<file path="src/rtl/marfifo_burst_reader_if.sv">
// Bus bundle between the marga sample FIFO, the burst reader and the downstream stream packer.
//   fifo_*     : FIFO read side (data/valid/level/flags in, read strobe out)
//   flush_i    : request a burst of whatever is stored
//   m_t*       : valid/ready output stream with last-word marker
//   busy_o     : reader is not idle
//   err_o      : sticky unexpected-return flag
// Modport master is the reader's view; slave is the surrounding environment's view.
interface marfifo_burst_reader_if #(
  parameter int unsigned WIDTH  = 32,
  parameter int unsigned LENGTH = 32
);
  logic [WIDTH-1:0]          fifo_data_i;
  logic                      fifo_valid_i;
  logic [$clog2(LENGTH)-1:0] fifo_locs_i;
  logic                      fifo_empty_i;
  logic                      fifo_full_i;
  logic                      fifo_read_o;
  logic                      flush_i;
  logic [WIDTH-1:0]          m_tdata_o;
  logic                      m_tvalid_o;
  logic                      m_tready_i;
  logic                      m_tlast_o;
  logic                      busy_o;
  logic                      err_o;

  modport master (
    input  fifo_data_i, fifo_valid_i, fifo_locs_i, fifo_empty_i, fifo_full_i, flush_i,
    input  m_tready_i,
    output fifo_read_o, m_tdata_o, m_tvalid_o, m_tlast_o, busy_o, err_o
  );

  modport slave (
    output fifo_data_i, fifo_valid_i, fifo_locs_i, fifo_empty_i, fifo_full_i, flush_i,
    output m_tready_i,
    input  fifo_read_o, m_tdata_o, m_tvalid_o, m_tlast_o, busy_o, err_o
  );
endinterface

</file>
<file path="src/rtl/marfifo_burst_reader.sv">
// Burst drain stage for the marga sample FIFO. Waits for a full burst, a fill timeout or a
// flush, then strobes the FIFO up to n times, absorbs the read latency in a circular skid
// buffer and streams the words out with tlast on the n-th word.
// Ports:
//   clk     : system clock
//   rst     : asynchronous reset, active high
//   bus_if  : FIFO read side, flush request, output stream, busy/err status (master view)
module marfifo_burst_reader #(
  parameter int unsigned WIDTH      = 32,
  parameter int unsigned LENGTH     = 32,
  parameter int unsigned BURST      = 8,
  parameter int unsigned READ_LAT   = 1,
  parameter int unsigned SKID_DEPTH = 4,
  parameter int unsigned TIMEOUT    = 64
) (
  input  logic                   clk,
  input  logic                   rst,
  marfifo_burst_reader_if.master bus_if
);

  localparam int unsigned LocsW  = $clog2(LENGTH);
  localparam int unsigned AvailW = LocsW + 1;
  localparam int unsigned CntW   = $clog2(BURST + 1);
  localparam int unsigned PtrW   = (SKID_DEPTH > 1) ? $clog2(SKID_DEPTH) : 1;
  localparam int unsigned OccW   = $clog2(SKID_DEPTH + 1);
  localparam int unsigned SumW   = OccW + 1;
  localparam int unsigned TmoW   = $clog2(TIMEOUT + 2);

  localparam logic [AvailW-1:0] AvailFull = AvailW'(LENGTH);
  localparam logic [AvailW-1:0] BurstAv   = AvailW'(BURST);
  localparam logic [CntW-1:0]   BurstCnt  = CntW'(BURST);
  localparam logic [CntW-1:0]   CntOne    = CntW'(1);
  localparam logic [TmoW-1:0]   TmoMax    = TmoW'(TIMEOUT);
  localparam logic [TmoW-1:0]   TmoOne    = TmoW'(1);
  localparam logic [OccW-1:0]   OccOne    = OccW'(1);
  localparam logic [SumW-1:0]   SkidLim   = SumW'(SKID_DEPTH);
  localparam logic [PtrW-1:0]   PtrLast   = PtrW'(SKID_DEPTH - 1);
  localparam logic [PtrW-1:0]   PtrOne    = PtrW'(1);

  typedef enum logic [0:0] {StIdle, StRead} state_e;

  state_e            state_q, state_d;
  logic [CntW-1:0]   n_q, n_d;
  logic [CntW-1:0]   issued_q, issued_d;
  logic [CntW-1:0]   sent_q, sent_d;
  logic [TmoW-1:0]   tmo_q, tmo_d;
  logic [OccW-1:0]   in_flight_q, in_flight_d;
  logic [OccW-1:0]   count_q, count_d;
  logic [PtrW-1:0]   wr_ptr_q, wr_ptr_d;
  logic [PtrW-1:0]   rd_ptr_q, rd_ptr_d;
  logic              err_q, err_d;
  logic [WIDTH-1:0]  mem_q [SKID_DEPTH];

  logic [AvailW-1:0] avail;
  logic [SumW-1:0]   occ;
  logic              trigger, rd_en, push, pop, stray, last_hs, tvalid;

  assign avail  = bus_if.fifo_full_i ? AvailFull : {1'b0, bus_if.fifo_locs_i};
  assign occ    = SumW'(count_q) + SumW'(in_flight_q);
  assign tvalid = (count_q != '0);
  assign pop    = tvalid && bus_if.m_tready_i;
  // Buffer only ever holds words of the current burst, so sent_q indexes the head word.
  assign last_hs = pop && (sent_q == n_q - CntOne);
  // A return with nothing outstanding cannot belong to us (e.g. left over across a reset).
  assign push    = bus_if.fifo_valid_i && (in_flight_q != '0);
  assign stray   = bus_if.fifo_valid_i && (in_flight_q == '0);
  assign trigger = (avail >= BurstAv)
                || (bus_if.flush_i && !bus_if.fifo_empty_i)
                || ((TIMEOUT != 0) && (tmo_q == TmoMax));

  // Burst control FSM
  always_comb begin
    state_d  = state_q;
    n_d      = n_q;
    issued_d = issued_q;
    sent_d   = sent_q;
    tmo_d    = tmo_q;
    rd_en    = 1'b0;
    unique case (state_q)
      StIdle: begin
        if (bus_if.fifo_empty_i) begin
          tmo_d = '0;
        end else if ((avail < BurstAv) && (tmo_q != TmoMax)) begin
          tmo_d = tmo_q + TmoOne;
        end
        if (trigger) begin
          state_d  = StRead;
          n_d      = (avail >= BurstAv) ? BurstCnt : CntW'(avail);
          issued_d = '0;
          sent_d   = '0;
          tmo_d    = '0;
        end
      end
      StRead: begin
        // Credit check covers both buffered words and reads still in the FIFO pipeline.
        rd_en = (issued_q < n_q) && !bus_if.fifo_empty_i && (occ < SkidLim) && !last_hs;
        if (rd_en) issued_d = issued_q + CntOne;
        if (pop) sent_d = sent_q + CntOne;
        if (last_hs) state_d = StIdle;
      end
      default: state_d = StIdle;
    endcase
  end

  // Skid buffer and outstanding-read bookkeeping
  always_comb begin
    in_flight_d = in_flight_q;
    count_d     = count_q;
    wr_ptr_d    = wr_ptr_q;
    rd_ptr_d    = rd_ptr_q;
    err_d       = err_q | stray;
    unique case ({rd_en, push})
      2'b10:   in_flight_d = in_flight_q + OccOne;
      2'b01:   in_flight_d = in_flight_q - OccOne;
      default: in_flight_d = in_flight_q;
    endcase
    unique case ({push, pop})
      2'b10:   count_d = count_q + OccOne;
      2'b01:   count_d = count_q - OccOne;
      default: count_d = count_q;
    endcase
    if (push) wr_ptr_d = (wr_ptr_q == PtrLast) ? '0 : wr_ptr_q + PtrOne;
    if (pop)  rd_ptr_d = (rd_ptr_q == PtrLast) ? '0 : rd_ptr_q + PtrOne;
  end

  always_ff @(posedge clk or posedge rst) begin
    if (rst) begin
      state_q     <= StIdle;
      n_q         <= '0;
      issued_q    <= '0;
      sent_q      <= '0;
      tmo_q       <= '0;
      in_flight_q <= '0;
      count_q     <= '0;
      wr_ptr_q    <= '0;
      rd_ptr_q    <= '0;
      err_q       <= 1'b0;
      for (int i = 0; i < int'(SKID_DEPTH); i++) mem_q[i] <= '0;
    end else begin
      state_q     <= state_d;
      n_q         <= n_d;
      issued_q    <= issued_d;
      sent_q      <= sent_d;
      tmo_q       <= tmo_d;
      in_flight_q <= in_flight_d;
      count_q     <= count_d;
      wr_ptr_q    <= wr_ptr_d;
      rd_ptr_q    <= rd_ptr_d;
      err_q       <= err_d;
      if (push) mem_q[wr_ptr_q] <= bus_if.fifo_data_i;
    end
  end

  assign bus_if.fifo_read_o = rd_en;
  assign bus_if.m_tvalid_o  = tvalid;
  assign bus_if.m_tdata_o   = tvalid ? mem_q[rd_ptr_q] : '0;
  assign bus_if.m_tlast_o   = tvalid && (sent_q == n_q - CntOne);
  assign bus_if.busy_o      = (state_q != StIdle);
  assign bus_if.err_o       = err_q;

endmodule

</file>
<file path="src/flat_wrapper.sv">
// flat-port wrapper written by rule: the top's interface ports become plain ports
module marfifo_burst_reader_flat 
#(
  parameter int unsigned WIDTH      = 32,
  parameter int unsigned LENGTH     = 32,
  parameter int unsigned BURST      = 8,
  parameter int unsigned READ_LAT   = 1,
  parameter int unsigned SKID_DEPTH = 4,
  parameter int unsigned TIMEOUT    = 64
)
  (clk, rst, bus_if_fifo_data_i, bus_if_fifo_valid_i, bus_if_fifo_locs_i, bus_if_fifo_empty_i, bus_if_fifo_full_i, bus_if_flush_i, bus_if_m_tready_i, bus_if_fifo_read_o, bus_if_m_tdata_o, bus_if_m_tvalid_o, bus_if_m_tlast_o, bus_if_busy_o, bus_if_err_o);
  marfifo_burst_reader_if #(.WIDTH(WIDTH), .LENGTH(LENGTH)) bus_if_i ();
  input  logic clk;
  input  logic rst;
  input wire logic [$bits(bus_if_i.fifo_data_i)-1:0] bus_if_fifo_data_i;
  input wire logic [$bits(bus_if_i.fifo_valid_i)-1:0] bus_if_fifo_valid_i;
  input wire logic [$bits(bus_if_i.fifo_locs_i)-1:0] bus_if_fifo_locs_i;
  input wire logic [$bits(bus_if_i.fifo_empty_i)-1:0] bus_if_fifo_empty_i;
  input wire logic [$bits(bus_if_i.fifo_full_i)-1:0] bus_if_fifo_full_i;
  input wire logic [$bits(bus_if_i.flush_i)-1:0] bus_if_flush_i;
  input wire logic [$bits(bus_if_i.m_tready_i)-1:0] bus_if_m_tready_i;
  output wire logic [$bits(bus_if_i.fifo_read_o)-1:0] bus_if_fifo_read_o;
  output wire logic [$bits(bus_if_i.m_tdata_o)-1:0] bus_if_m_tdata_o;
  output wire logic [$bits(bus_if_i.m_tvalid_o)-1:0] bus_if_m_tvalid_o;
  output wire logic [$bits(bus_if_i.m_tlast_o)-1:0] bus_if_m_tlast_o;
  output wire logic [$bits(bus_if_i.busy_o)-1:0] bus_if_busy_o;
  output wire logic [$bits(bus_if_i.err_o)-1:0] bus_if_err_o;
  assign bus_if_i.fifo_data_i = bus_if_fifo_data_i;
  assign bus_if_i.fifo_valid_i = bus_if_fifo_valid_i;
  assign bus_if_i.fifo_locs_i = bus_if_fifo_locs_i;
  assign bus_if_i.fifo_empty_i = bus_if_fifo_empty_i;
  assign bus_if_i.fifo_full_i = bus_if_fifo_full_i;
  assign bus_if_i.flush_i = bus_if_flush_i;
  assign bus_if_i.m_tready_i = bus_if_m_tready_i;
  assign bus_if_fifo_read_o = bus_if_i.fifo_read_o;
  assign bus_if_m_tdata_o = bus_if_i.m_tdata_o;
  assign bus_if_m_tvalid_o = bus_if_i.m_tvalid_o;
  assign bus_if_m_tlast_o = bus_if_i.m_tlast_o;
  assign bus_if_busy_o = bus_if_i.busy_o;
  assign bus_if_err_o = bus_if_i.err_o;
  marfifo_burst_reader #(.WIDTH(WIDTH), .LENGTH(LENGTH), .BURST(BURST), .READ_LAT(READ_LAT), .SKID_DEPTH(SKID_DEPTH), .TIMEOUT(TIMEOUT)) u_core (.clk(clk), .rst(rst), .bus_if(bus_if_i));
endmodule
</file>
<file path="config.mk">
export PLATFORM = sky130hd
export DESIGN_NAME = marfifo_burst_reader_flat
export DESIGN_NICKNAME = d
export VERILOG_FILES = /design/src/rtl/marfifo_burst_reader_if.sv /design/src/rtl/marfifo_burst_reader.sv /design/src/flat_wrapper.sv
export SDC_FILE = /design/constraint.sdc
export NUM_CORES = 1
export LEC_CHECK = 0
export ABC_CLOCK_PERIOD_IN_PS = 7540
export CORE_MARGIN = 2
export CORE_UTILIZATION = 45
export CTS_BUF_LIST = sky130_fd_sc_hd__clkbuf_4
export CTS_CLUSTER_DIAMETER = 50
export DETAILED_ROUTE_END_ITERATION = 10
export PLACE_DENSITY = 0.73
export RECOVER_POWER = 50
export SLEW_MARGIN = 40
export SYNTH_ARGS = -nofsm -noshare
export SYNTH_HDL_FRONTEND = slang
export SYNTH_SLANG_ARGS = --single-unit
export TNS_END_PERCENT = 30
</file>
<file path="constraint.sdc">
create_clock -name clk -period 7.54 [get_ports clk]
set_clock_uncertainty 0.15 [all_clocks]
set_input_delay 0.754 -clock clk [delete_from_list [all_inputs] [get_ports clk]]
set_output_delay 0.754 -clock clk [all_outputs]
set_load 0.05 [all_outputs]
</file>
==> metrics.md, run 1 <==
| Metric | Value |
|---|---|
| Outcome | `complete, but fails checks` |
| Violated checks | `capacitance limit, slew limit` |
| Chain of cells forming the critical path | `dlygate4sd3_1 > clkinvlp_2 > clkbuf_2` |
| Residual antenna-violating net count after detailed routing | `0` |
| Via count of the first global-routing pass | `4922` |
| Max-cap viol count | `3` |
| Syn Nets | `596` |
| Critical path's top delay family | `buffers and inverters` |
| Worst endpoint data arrival time | `5.01 ns` |
| Number of design-rule violations left by the first detailed-router iteration | `229` |
| Area used by multi-input combinational logic | `3360 sq um` |
| Standard cell with the maximum stage delay on the critical path | `sky130_fd_sc_hd__clkinvlp_2` |
| Antenna violations before repair | `0` |
| Warnings from Yosys | `0` |
| Synth Flop Type | `sky130_fd_sc_hd__dfrtp_1` |
| Drt via density | `5.25` |
| Pin count of the biggest net entering global routing | `85` |
| Layout cell share with drive strength beyond 1 | `0.316` |
| Starting density of the core | `0.458` |
| Data required, critical path | `between 7 and 8 ns` |
| First-pass GRT wire length | `24500 microns` |
| Count of antenna diodes in the layout | `0` |
| Total number of placement rows | `47` |
| Dominant cell by count in the synthesized netlist | `sky130_fd_sc_hd__dfrtp_1` |
| Total track usage | `0.176` |
| DRC viols | `0` |
| Fraction of the cycle the final worst path needs | `0.640` |
| Async set-or-reset flop fraction in the synthesized netlist | `1.00` |
| Sequential-to-total area share from yosys stat | `0.527` |
| Setup tns final | `0 ns` |
| TritonCTS clock tree | `built` |
| Buffer levels on the longest clock path | `2` |
| Synthesized flop and latch total | `159` |
| Instance count of the mapped netlist | `533` |
| Buf+Inv Stages, Crit Path | `3` |
| DIE AREA | `approximately 18000 sq um` |
| Filler cells | `1374` |
| Max incr delay on CP | `2.03 ns` |
| Routed length per placed instance | `17.4 microns` |
| Crit Path Max Fanout | `84` |
| Fin. max-slew vios | `198` |
| Sequential cell area | `3980 sq um` |
| Port buffer count | `80` |
| Vias post-DR | `around 4400` |
| Top post-synthesis cells by count | `159 x sky130_fd_sc_hd__dfrtp_1, 123 x sky130_fd_sc_hd__mux2_2, 33 x sky130_fd_sc_hd__and2_1` |
| Area Growth Syn to Fin | `16.3%` |
| Residual overflow from global routing | `0` |
| Max Fclk | `0.207 GHz` |
| Path type of the worst min-delay path | `flop to flop` |
| Weighted congestion at the end of routability-driven global placement | `0.737` |
| Number of library cell types mapped by synthesis | `35` |
| Fraction of post-synthesis cell area in the top cell type by area | `0.527` |
| Root buf cell | `sky130_fd_sc_hd__clkbuf_4` |
| Post-synth design cell area | `7550 sq um` |
| Number of nets in the final layout | `roughly 670` |
| Worst-skew pair later-pin latency | `0.56 ns` |
| RSZ-0062 raised after global routing | `no` |
| Area inside the core boundary | `16500 sq um` |
| Total of endpoints with negative setup slack in the final report | `0` |
| Top area cells in the synthesized netlist | `sky130_fd_sc_hd__dfrtp_1 53%, sky130_fd_sc_hd__mux2_2 18%, sky130_fd_sc_hd__mux4_2 9.6%` |
| I/O pins | `81` |
| Buffer count from post-CTS setup fixing | `0` |
| Total clock sinks | `159` |
| Worst setup path category | `primary input to asynchronous set/reset pin` |
| Die Span X | `133 microns` |
| Launching element type of the critical path | `primary input` |
| Number of clock buffers inserted by TritonCTS | `17` |
| Syn_area_per_cell | `14.2 sq um` |
| Count of final hold-check violations | `0` |
| Die extent in y | `133 microns` |
| Number of levels the H-tree was split into | `4` |
| Area leader, netlist | `sky130_fd_sc_hd__dfrtp_1` |
| Number of gates resized after cts | `0` |
| HPWL after detailed placement | `slightly above 9000 microns` |
| Number of enable-type register cells in the synthesized netlist | `0` |
| Detailed-route wire length | `14600 microns` |
| Worst Tran Pin Value | `3.61 ns` |
| Shortest clock period the worst path allows after layout | `just under 5 ns` |
| Slew Limit Headroom | `-1.42` |
| Sort of element at the end of the critical path | `asynchronous set/reset pin` |
| Clock Pin Slew Worst Setup and Hold Paths | `0.12 ns` |
| Hold-fix buffers at CTS | `0` |
| Detailed-router iteration count before antenna repair | `4` |
==> cells in the final DEF, fill, tap and decap left out, types with 6 or more instances in the layout <==
| cell type | netlist | layout |
|---|---|---|
| sky130_fd_sc_hd__dfrtp_1 | 159 | 158 |
| sky130_fd_sc_hd__mux2_2 | 123 | 123 |
| sky130_fd_sc_hd__clkdlybuf4s50_1 | 0 | 77 |
| sky130_fd_sc_hd__mux4_2 | 32 | 32 |
| sky130_fd_sc_hd__and2_1 | 33 | 32 |
| sky130_fd_sc_hd__nand2_1 | 26 | 22 |
| sky130_fd_sc_hd__inv_1 | 20 | 19 |
| sky130_fd_sc_hd__clkbuf_4 | 0 | 18 |
| sky130_fd_sc_hd__ha_1 | 17 | 17 |
| sky130_fd_sc_hd__o21ai_0 | 13 | 15 |
| sky130_fd_sc_hd__nor2_1 | 13 | 13 |
| sky130_fd_sc_hd__xnor2_1 | 10 | 10 |
| sky130_fd_sc_hd__xor2_1 | 10 | 10 |
| sky130_fd_sc_hd__nand3_1 | 9 | 9 |
| sky130_fd_sc_hd__nor3_1 | 5 | 6 |
| sky130_fd_sc_hd__mux2_1 | 6 | 6 |
==> sequential cells by signal, indices dropped and copies added (netlist names) <==
register,cells
u_core.count_q,3
u_core.tmo_q,7
u_core.issued_q,4
u_core.wr_ptr_q,2
u_core.rd_ptr_q,2
u_core.n_q,4
u_core.in_flight_q,3
u_core.bus_if.err_o,1
u_core.bus_if.busy_o,1
u_core.mem_q,128
u_core.sent_q,4
==> path summary, 6_finish.rpt <==
| check | from | to | slack (ns) | depth (start not counted) |
|---|---|---|---|---|
| hold reg to reg | u_core.bus_if.err_o | u_core.bus_if.err_o | 0.33 | 1 |
| min in group asynchronous | rst | u_core.mem_q[105] | 1.56 | 2 |
| setup / recovery | rst | u_core.mem_q[30] | 2.71 | 3 |
| hold / removal | u_core.bus_if.err_o | u_core.bus_if.err_o | 0.33 | 1 |
| setup reg to reg | u_core.n_q[0] | u_core.in_flight_q[2] | 4.67 | 13 |
| max in group clk | u_core.rd_ptr_q[0] | bus_if_m_tdata_o[31] | 2.91 | 3 |
==> routing by layer <==
layer,track usage,part of all wire
met1,0.218,0.44
met2,0.307,0.51
met3,0.0468,0.041
met4,0.0502,0.011
met5,0,0
==> cell families (layout without fill, tap and decap cells) <==
group                    after synthesis  in the layout  synth area share
multiplexers                         165            165             0.293
flip-flops                           159            159             0.527
AND/OR/NAND/NOR                       99             99            0.0723
buffers and inverters                 47            135            0.0288
AO/OA/AOI/OAI                         24             24            0.0216
XOR/XNOR                              20             20            0.0232
adder cells (fa/ha/maj)               19             19            0.0335
==> through the flow <==
stage / instance area (sq um) / cells / hold WS [ns] / util / worst slack (ns)
finish: 8780 / 841 / 0.327 / 0.533 / 2.71
floorplan: 7550 / 533 / 0.309 / - / 2.34
detailed placement: 8550 / 809 / 0.297 / 0.519 / 3.80
CTS: 8810 / 841 / 0.334 / 0.535 / 3.53
global placement: 8520 / 809 / 0.298 / 0.517 / 3.79
global route: 8780 / 841 / 0.375 / 0.533 / 1.80
==> worst register-to-register path, cell delays in order (launching register included) <==
cell                      delay [ns]
sky130_fd_sc_hd__dfrtp_1        0.44
sky130_fd_sc_hd__inv_1          0.08
sky130_fd_sc_hd__ha_1           0.20
sky130_fd_sc_hd__xnor2_1        0.13
sky130_fd_sc_hd__xnor2_1        0.17
sky130_fd_sc_hd__o41ai_4        0.39
sky130_fd_sc_hd__nor3_4         0.11
sky130_fd_sc_hd__inv_1          0.08
sky130_fd_sc_hd__ha_1           0.17
sky130_fd_sc_hd__inv_1          0.06
sky130_fd_sc_hd__fa_1           0.37
sky130_fd_sc_hd__xor2_1         0.15
sky130_fd_sc_hd__nor2_1         0.13
sky130_fd_sc_hd__xor2_1         0.15
==> final cells by class <==
| class | count | share of cell area |
|---|---|---|
| clock buffers | 18 | 0.0154 |
| clock inverters | 14 | 0.0143 |
| inverters | 20 | 0.00870 |
| multi-input cells | 327 | 0.383 |
| flip-flops and latches | 159 | 0.454 |
| well taps | 220 | 0.0314 |
| repair buffers | 83 | 0.0935 |
Power of run 1 is left out: the tool's default activity adds up to more than one toggle a clock period on the data nets, which glitch-free logic cannot reach.
==> inputs of run 2 (changes only) <==
ABC_CLOCK_PERIOD_IN_PS = 4600   (was 7540)
clock period = 4.6 ns   (was 7.54 ns; I/O delays follow)
==> run 2 against run 1 <==
Against the previous run:
- the run still ends with capacitance limit, slew limit left
- register-to-register slack worse by 3.0 ns
- critical path depth increased by 1
- non-clock buffer count rose by 5
- critical endpoint is now bus_if_m_tdata_o[11]
==> metrics.md, run 2 (synthesis results as in run 1) <==
| Metric | Value |
|---|---|
| DRC viols | `0 (unchanged)` |
| Worst endpoint data arrival time | `3.10 ns (-1.91 ns)` |
| Slew Limit Headroom | `-0.237 (+1.19)` |
| Port buffer count | `80 (unchanged)` |
| Weighted congestion at the end of routability-driven global placement | `0.755 (+2.4%)` |
| Hold-fix buffers at CTS | `0 (unchanged)` |
| Chain of cells forming the critical path | `buf_4 > mux4_2 > and2_1 > clkdlybuf4s50_1` |
| Via count of the first global-routing pass | `4838 (-1.7%)` |
| Highest-count cells in the layout ignoring fill and taps | `157 x sky130_fd_sc_hd__dfrtp_1, 123 x sky130_fd_sc_hd__mux2_2, 79 x sky130_fd_sc_hd__clkdlybuf4s50_1` |
| Residual overflow from global routing | `0 (unchanged)` |
| Root buf cell | `sky130_fd_sc_hd__clkbuf_4` |
| Violated checks | `capacitance limit, slew limit` |
| Drt via density | `5.26 (about the same)` |
| Detailed-router iteration count before antenna repair | `4 (unchanged)` |
| Launching element type of the critical path | `flop` |
| Placed Cells incl. Taps | `813 (+0.49%)` |
| Standard cell with the maximum stage delay on the critical path | `sky130_fd_sc_hd__dfrtp_2` |
| Worst-skew pair later-pin latency | `0.54 ns (-0.02 ns)` |
| RSZ-0062 raised after global routing | `no` |
| Flip-flop count of the largest register, all copies and words added | `128 (unchanged)` |
| Die Span X | `133 microns (unchanged)` |
| Total track usage | `0.182 (+0.00550)` |
| Final Instance Count excl. Fillers | `846 (+0.59%)` |
| Worst Tran Pin Value | `1.86 ns (-1.76 ns)` |
| Outcome | `complete, but fails checks` |
| Number of nets in the final layout | `676 (+0.75%)` |
| DIE AREA | `17800 sq um (unchanged)` |
| Filler cells | `1386 (+0.87%)` |
| Sort of element at the end of the critical path | `output pin` |
| Number of design-rule violations left by the first detailed-router iteration | `194 (-15%)` |
| Critical Path Source | `u_core.rd_ptr_q[1]` |
| R2r worst-path depth | `13 (unchanged)` |
| Pin count of the biggest net entering global routing | `51 (-40%)` |
| Area Growth Syn to Fin | `16.3% (about the same)` |
| Shortest clock period the worst path allows after layout | `3.71 ns` |
| Count of final hold-check violations | `0 (unchanged)` |
| Clock Pin Slew Worst Setup and Hold Paths | `0.13 ns (about the same)` |
| Critical R2R Capture | `u_core.in_flight_q[2]` |
| Buffer levels on the longest clock path | `2 (unchanged)` |
| Buffer count from post-CTS setup fixing | `0 (unchanged)` |
| Count of antenna diodes in the layout | `0 (unchanged)` |
| Worst setup path category | `flop to output pin` |
| Area used by multi-input combinational logic | `3370 sq um (+0.15%)` |
| Number of gates resized after cts | `0 (unchanged)` |
| Most common library cell in the layout ignoring fill and taps | `sky130_fd_sc_hd__dfrtp_1` |
| First-pass GRT wire length | `25000 microns (+2.2%)` |
| HPWL after detailed placement | `9840 microns (+6.8%)` |
| Max Fclk | `between 0.2 and 0.3 GHz` |
| Vias post-DR | `4447 (+0.66%)` |
| Routed length per placed instance | `17.6 microns (+1.4%)` |
| Total clock sinks | `159 (unchanged)` |
| Crit Path Max Fanout | `19 (-77%)` |
| Critical path's top delay family | `buffers and inverters` |
| Placed instance area | `8580 sq um (+0.41%)` |
| Starting density of the core | `0.458 (unchanged)` |
| Total number of placement rows | `47 (unchanged)` |
| Residual antenna-violating net count after detailed routing | `0 (unchanged)` |
| Fraction of the cycle the final worst path needs | `0.807` |
| Register with the most flip-flops | `u_core.mem_q` |
| Fin. max-slew vios | `36 (-82%)` |
| Number of levels the H-tree was split into | `4 (unchanged)` |
| Setup slack on the worst flop-to-flop path | `1.68 ns (-2.99 ns)` |
| Layout Cell Area excl Fill | `8780 sq um (about the same)` |
| Worst setup slack after layout | `0.889 ns (-1.82 ns)` |
| Number of clock buffers inserted by TritonCTS | `17 (unchanged)` |
| Antenna violations before repair | `0 (unchanged)` |
| Max-cap viol count | `1 (-2)` |
| Setup tns final | `0 ns (unchanged)` |
| Data required, critical path | `3.99 ns (-3.73 ns)` |
| Registers with the most flip-flops | `u_core.mem_q: 128 flops, u_core.tmo_q: 7 flops` |
| I/O pins | `81 (unchanged)` |
| Max incr delay on CP | `0.79 ns (-1.24 ns)` |
| Pre-CTS WS | `1.43 ns (-2.37 ns)` |
| Area inside the core boundary | `16500 sq um (unchanged)` |
| R2R Path Start | `u_core.n_q[0]` |
| Total of endpoints with negative setup slack in the final report | `0 (unchanged)` |
| Path type of the worst min-delay path | `primary input to asynchronous set/reset pin` |
| Buf+Inv Stages, Crit Path | `2 (-1)` |
| Detailed-route wire length | `14900 microns (+2.0%)` |
| TritonCTS clock tree | `built` |
| Sequential cell area | `3980 sq um (about the same)` |
| Layout cell share with drive strength beyond 1 | `0.318 (+0.00227)` |
| Die extent in y | `133 microns (unchanged)` |
run 2: cell types whose count changed in the layout (fill, tap and decap cells not counted), moves of 2 or more:
| cell | change |
|---|---|
| sky130_fd_sc_hd__clkinvlp_4 | -4 |
| sky130_fd_sc_hd__clkbuf_1 | +3 |
| sky130_fd_sc_hd__clkbuf_4 | +3 |
| sky130_fd_sc_hd__clkdlybuf4s50_1 | +2 |
| sky130_fd_sc_hd__dlygate4sd3_1 | -2 |
run 2: per-layer routing:
| layer | share of wire | wire length (microns) | global-route usage | up-vias |
|---|---|---|---|---|
| met3 | 0.030 | 452 | 0.0430 | 7 |
| met5 | 0 | 0 | 0 | - |
| met1 | 0.44 | 6520 | 0.238 | 2333 |
| met4 | 0.0068 | 101 | 0.0461 | 0 |
| li1 | - | - | - | 2048 |
| met2 | 0.52 | 7810 | 0.308 | 59 |
run 2: how the worst max path moves through the flow:
stage                                 endpoint  cells after the start
final                     bus_if_m_tdata_o[11]                      4
after global routing         u_core.mem_q[112]                      4
after CTS                 bus_if_m_tdata_o[11]                      4
after detailed placement  bus_if_m_tdata_o[11]                      4
after global placement    bus_if_m_tdata_o[12]                      4
after floorplan               bus_if_m_tlast_o                      5
run 2: through the flow:
step	util	hold WS, ns
global route	0.533	0.179
floorplan	-	0.309
finish	0.533	0.187
detailed placement	0.521	0.296
CTS	0.535	0.192
global placement	0.520	0.292
run 2: area by class of cell:
cell class              instances  share of cell area
clock buffers                  21              0.0180
clock inverters                11             0.00841
inverters                      20             0.00869
multi-input cells             327               0.384
flip-flops and latches        159               0.454
well taps                     220              0.0314
repair buffers                 88              0.0962
Power of run 2 is left out for the same reason.
==> inputs of run 3 (changes only) <==
ABC_CLOCK_PERIOD_IN_PS = 3300   (was 4600)
PLACE_DENSITY = 0.75   (was 0.73)
clock period = 3.3 ns   (was 4.6 ns; I/O delays follow)
==> run 3 against run 2 <==
Against the previous run:
- the flow still finishes with violations (capacitance limit, slew limit)
- sequential cell count unchanged
- non-clock buffer count up 4
- utilization up 0.35 points
- first-iteration DRC count up 4.6%
- critical path type unchanged
- largest cell class unchanged
- highest routed layer is now met5
==> metrics.md, run 3 (synthesis results as in run 1) <==
| Metric | Value |
|---|---|
| Buffer count from post-CTS setup fixing | `0 (unchanged)` |
| Count of antenna diodes in the layout | `0 (unchanged)` |
| Port buffer count | `80 (unchanged)` |
| DRC viols | `0 (unchanged)` |
| Placed instance area | `8590 sq um (about the same)` |
| Critical path's top delay family | `flip-flops` |
| Via count of the first global-routing pass | `4980 (+2.9%)` |
| Flip-flop count of the largest register, all copies and words added | `128 (unchanged)` |
| Vias post-DR | `4556 (+2.5%)` |
| Antenna violations before repair | `1 (+1)` |
| Violated checks | `capacitance limit, slew limit` |
| Number of levels the H-tree was split into | `4 (unchanged)` |
| Die extent in y | `133 microns (unchanged)` |
| Chain of cells forming the critical path | `buf_12 > mux4_2 > and2_1 > buf_4` |
| Routed length per placed instance | `17.6 microns (about the same)` |
| Launching element type of the critical path | `flop` |
| Buffer levels on the longest clock path | `2 (unchanged)` |
| Area Growth Syn to Fin | `17.1%` |
| HPWL after detailed placement | `9930 microns (+0.86%)` |
| Number of design-rule violations left by the first detailed-router iteration | `203 (+4.6%)` |
| Number of nets in the final layout | `680 (+0.59%)` |
| Die Span X | `133 microns (unchanged)` |
| Layout Cell Area excl Fill | `8840 sq um (+0.66%)` |
| Layout cell share with drive strength beyond 1 | `0.383 (+0.0646)` |
| Filler cells | `1367 (-1.4%)` |
| Total clock sinks | `159 (unchanged)` |
| Sort of element at the end of the critical path | `output pin` |
| I/O pins | `81 (unchanged)` |
| Detailed-router iteration count before antenna repair | `4 (unchanged)` |
| Number of clock buffers inserted by TritonCTS | `17 (unchanged)` |
| Outcome | `complete, but fails checks` |
| Shortest clock period the worst path allows after layout | `between 2 and 3 ns` |
| Most common library cell in the layout ignoring fill and taps | `sky130_fd_sc_hd__dfrtp_1` |
| Fraction of the cycle the final worst path needs | `0.901` |
| Setup tns final | `0 ns (unchanged)` |
| Slew Limit Headroom | `-0.0237 (+0.213)` |
| TritonCTS clock tree | `built` |
| Detailed-route wire length | `15000 microns (+0.50%)` |
| Highest-count cells in the layout ignoring fill and taps | `157 x sky130_fd_sc_hd__dfrtp_1, 123 x sky130_fd_sc_hd__mux2_2, 44 x sky130_fd_sc_hd__clkdlybuf4s50_1` |
| Placed Cells incl. Taps | `817 (+0.49%)` |
| RSZ-0062 raised after global routing | `no` |
| Pin count of the biggest net entering global routing | `115 (+130%)` |
| Drt via density | `5.36 (+2.0%)` |
| Root buf cell | `sky130_fd_sc_hd__clkbuf_4` |
| DIE AREA | `17800 sq um (unchanged)` |
| Worst endpoint data arrival time | `2.49 ns (-0.61 ns)` |
| Fin. max-slew vios | `115 (+220%)` |
| Registers with the most flip-flops | `u_core.mem_q: 128 flops, u_core.tmo_q: 7 flops` |
| Data required, critical path | `2.82 ns (-1.17 ns)` |
| First-pass GRT wire length | `25000 microns (about the same)` |
| Residual overflow from global routing | `0 (unchanged)` |
| Weighted congestion at the end of routability-driven global placement | `0.732 (-3.1%)` |
| Worst-skew pair later-pin latency | `0.56 ns (+0.02 ns)` |
| Max Fclk | `between 0.3 and 0.4 GHz` |
| Total track usage | `0.181 (-0.000910)` |
| Starting density of the core | `0.458 (unchanged)` |
| Area inside the core boundary | `16500 sq um (unchanged)` |
| Total number of placement rows | `47 (unchanged)` |
| Final Instance Count excl. Fillers | `850 (+0.47%)` |
| Residual antenna-violating net count after detailed routing | `0 (unchanged)` |
| Standard cell with the maximum stage delay on the critical path | `sky130_fd_sc_hd__dfrtp_2` |
| Buf+Inv Stages, Crit Path | `2 (unchanged)` |
| Count of final hold-check violations | `0 (unchanged)` |
| Clock Pin Slew Worst Setup and Hold Paths | `0.13 ns (about the same)` |
| Worst setup path category | `flop to output pin` |
| Path type of the worst min-delay path | `primary input to flop` |
| Worst Tran Pin Value | `1.54 ns (-0.320 ns)` |
| Max-cap viol count | `1 (unchanged)` |
| Register with the most flip-flops | `u_core.mem_q` |
| End-of-flow core utilization | `0.537 (+0.00350)` |
| Max incr delay on CP | `0.76 ns (-0.03 ns)` |
| Total of endpoints with negative setup slack in the final report | `0 (unchanged)` |
| Crit Path Max Fanout | `20 (+1)` |
-- run 3: changes by cell type in the layout (fill, tap and decap cells not counted), moves of 2 or more --
cell	before	now
sky130_fd_sc_hd__clkbuf_1	3	1
sky130_fd_sc_hd__clkinv_1	5	3
sky130_fd_sc_hd__buf_4	3	36
sky130_fd_sc_hd__clkdlybuf4s50_1	79	44
sky130_fd_sc_hd__nand2_2	0	4
sky130_fd_sc_hd__buf_12	0	7
sky130_fd_sc_hd__nand2_4	4	0
sky130_fd_sc_hd__clkinv_2	5	3
sky130_fd_sc_hd__clkinvlp_4	0	2
-- run 3: tightest hold or removal path, cell delays in order --
cell	delay, ns
sky130_fd_sc_hd__clkdlybuf4s50_1	0.40
sky130_fd_sc_hd__nand2_1	0.06
sky130_fd_sc_hd__o21ai_1	0.05
-- run 3: path summary, 6_finish.rpt --
kind                                  startpoint                     to  slack [ns]  depth (start not counted)
min reg2reg                  u_core.bus_if.err_o    u_core.bus_if.err_o        0.32                          1
min                        bus_if_fifo_locs_i[2]          u_core.n_q[2]        0.16                          3
max reg2reg                        u_core.n_q[0]  u_core.in_flight_q[2]        0.46                         13
min in group asynchronous                    rst       u_core.mem_q[64]        0.58                          3
max                           u_core.rd_ptr_q[1]   bus_if_m_tdata_o[17]        0.33                          4
max in group asynchronous                    rst     u_core.rd_ptr_q[1]        0.54                          4
-- run 3: per-layer routing --
metal / part of all wire / global-route usage / up-vias
met5: 0.00074 / 0 / -
met4: 0.019 / 0.0703 / 2
met3: 0.042 / 0.0438 / 25
met2: 0.50 / 0.306 / 86
met1: 0.44 / 0.226 / 2377
li1: - / - / 2066
-- run 3: final cells by class --
type	count	area, sq um	area share
sequential	159	3980	0.451
multi-input combinational	327	3350	0.379
inverter	20	76.3	0.00864
timing repair buffer	92	887	0.100
tap	220	275	0.0311
clock buffer	20	150	0.0170
clock inverter	12	119	0.0135
-- run 3: timing repair --
action                     4_1_cts  5_1_grt
setup endpoints to repair        0        0
hold buffers                     1        0
hold endpoints to repair         8        0
gates resized for setup          0        0
-- run 3: per-stage QoR --
step / hold slack [ns] / worst slack (ns)
3_3_place_gp: 0.298 / 0.411
3_5_place_dp: 0.296 / 0.368
4_1_cts: 0.110 / 0.255
6_report: 0.159 / 0.328
5_1_grt: 0.130 / 0.107
2_1_floorplan: 0.297 / 0.207
Power of run 3 is left out for the same reason.
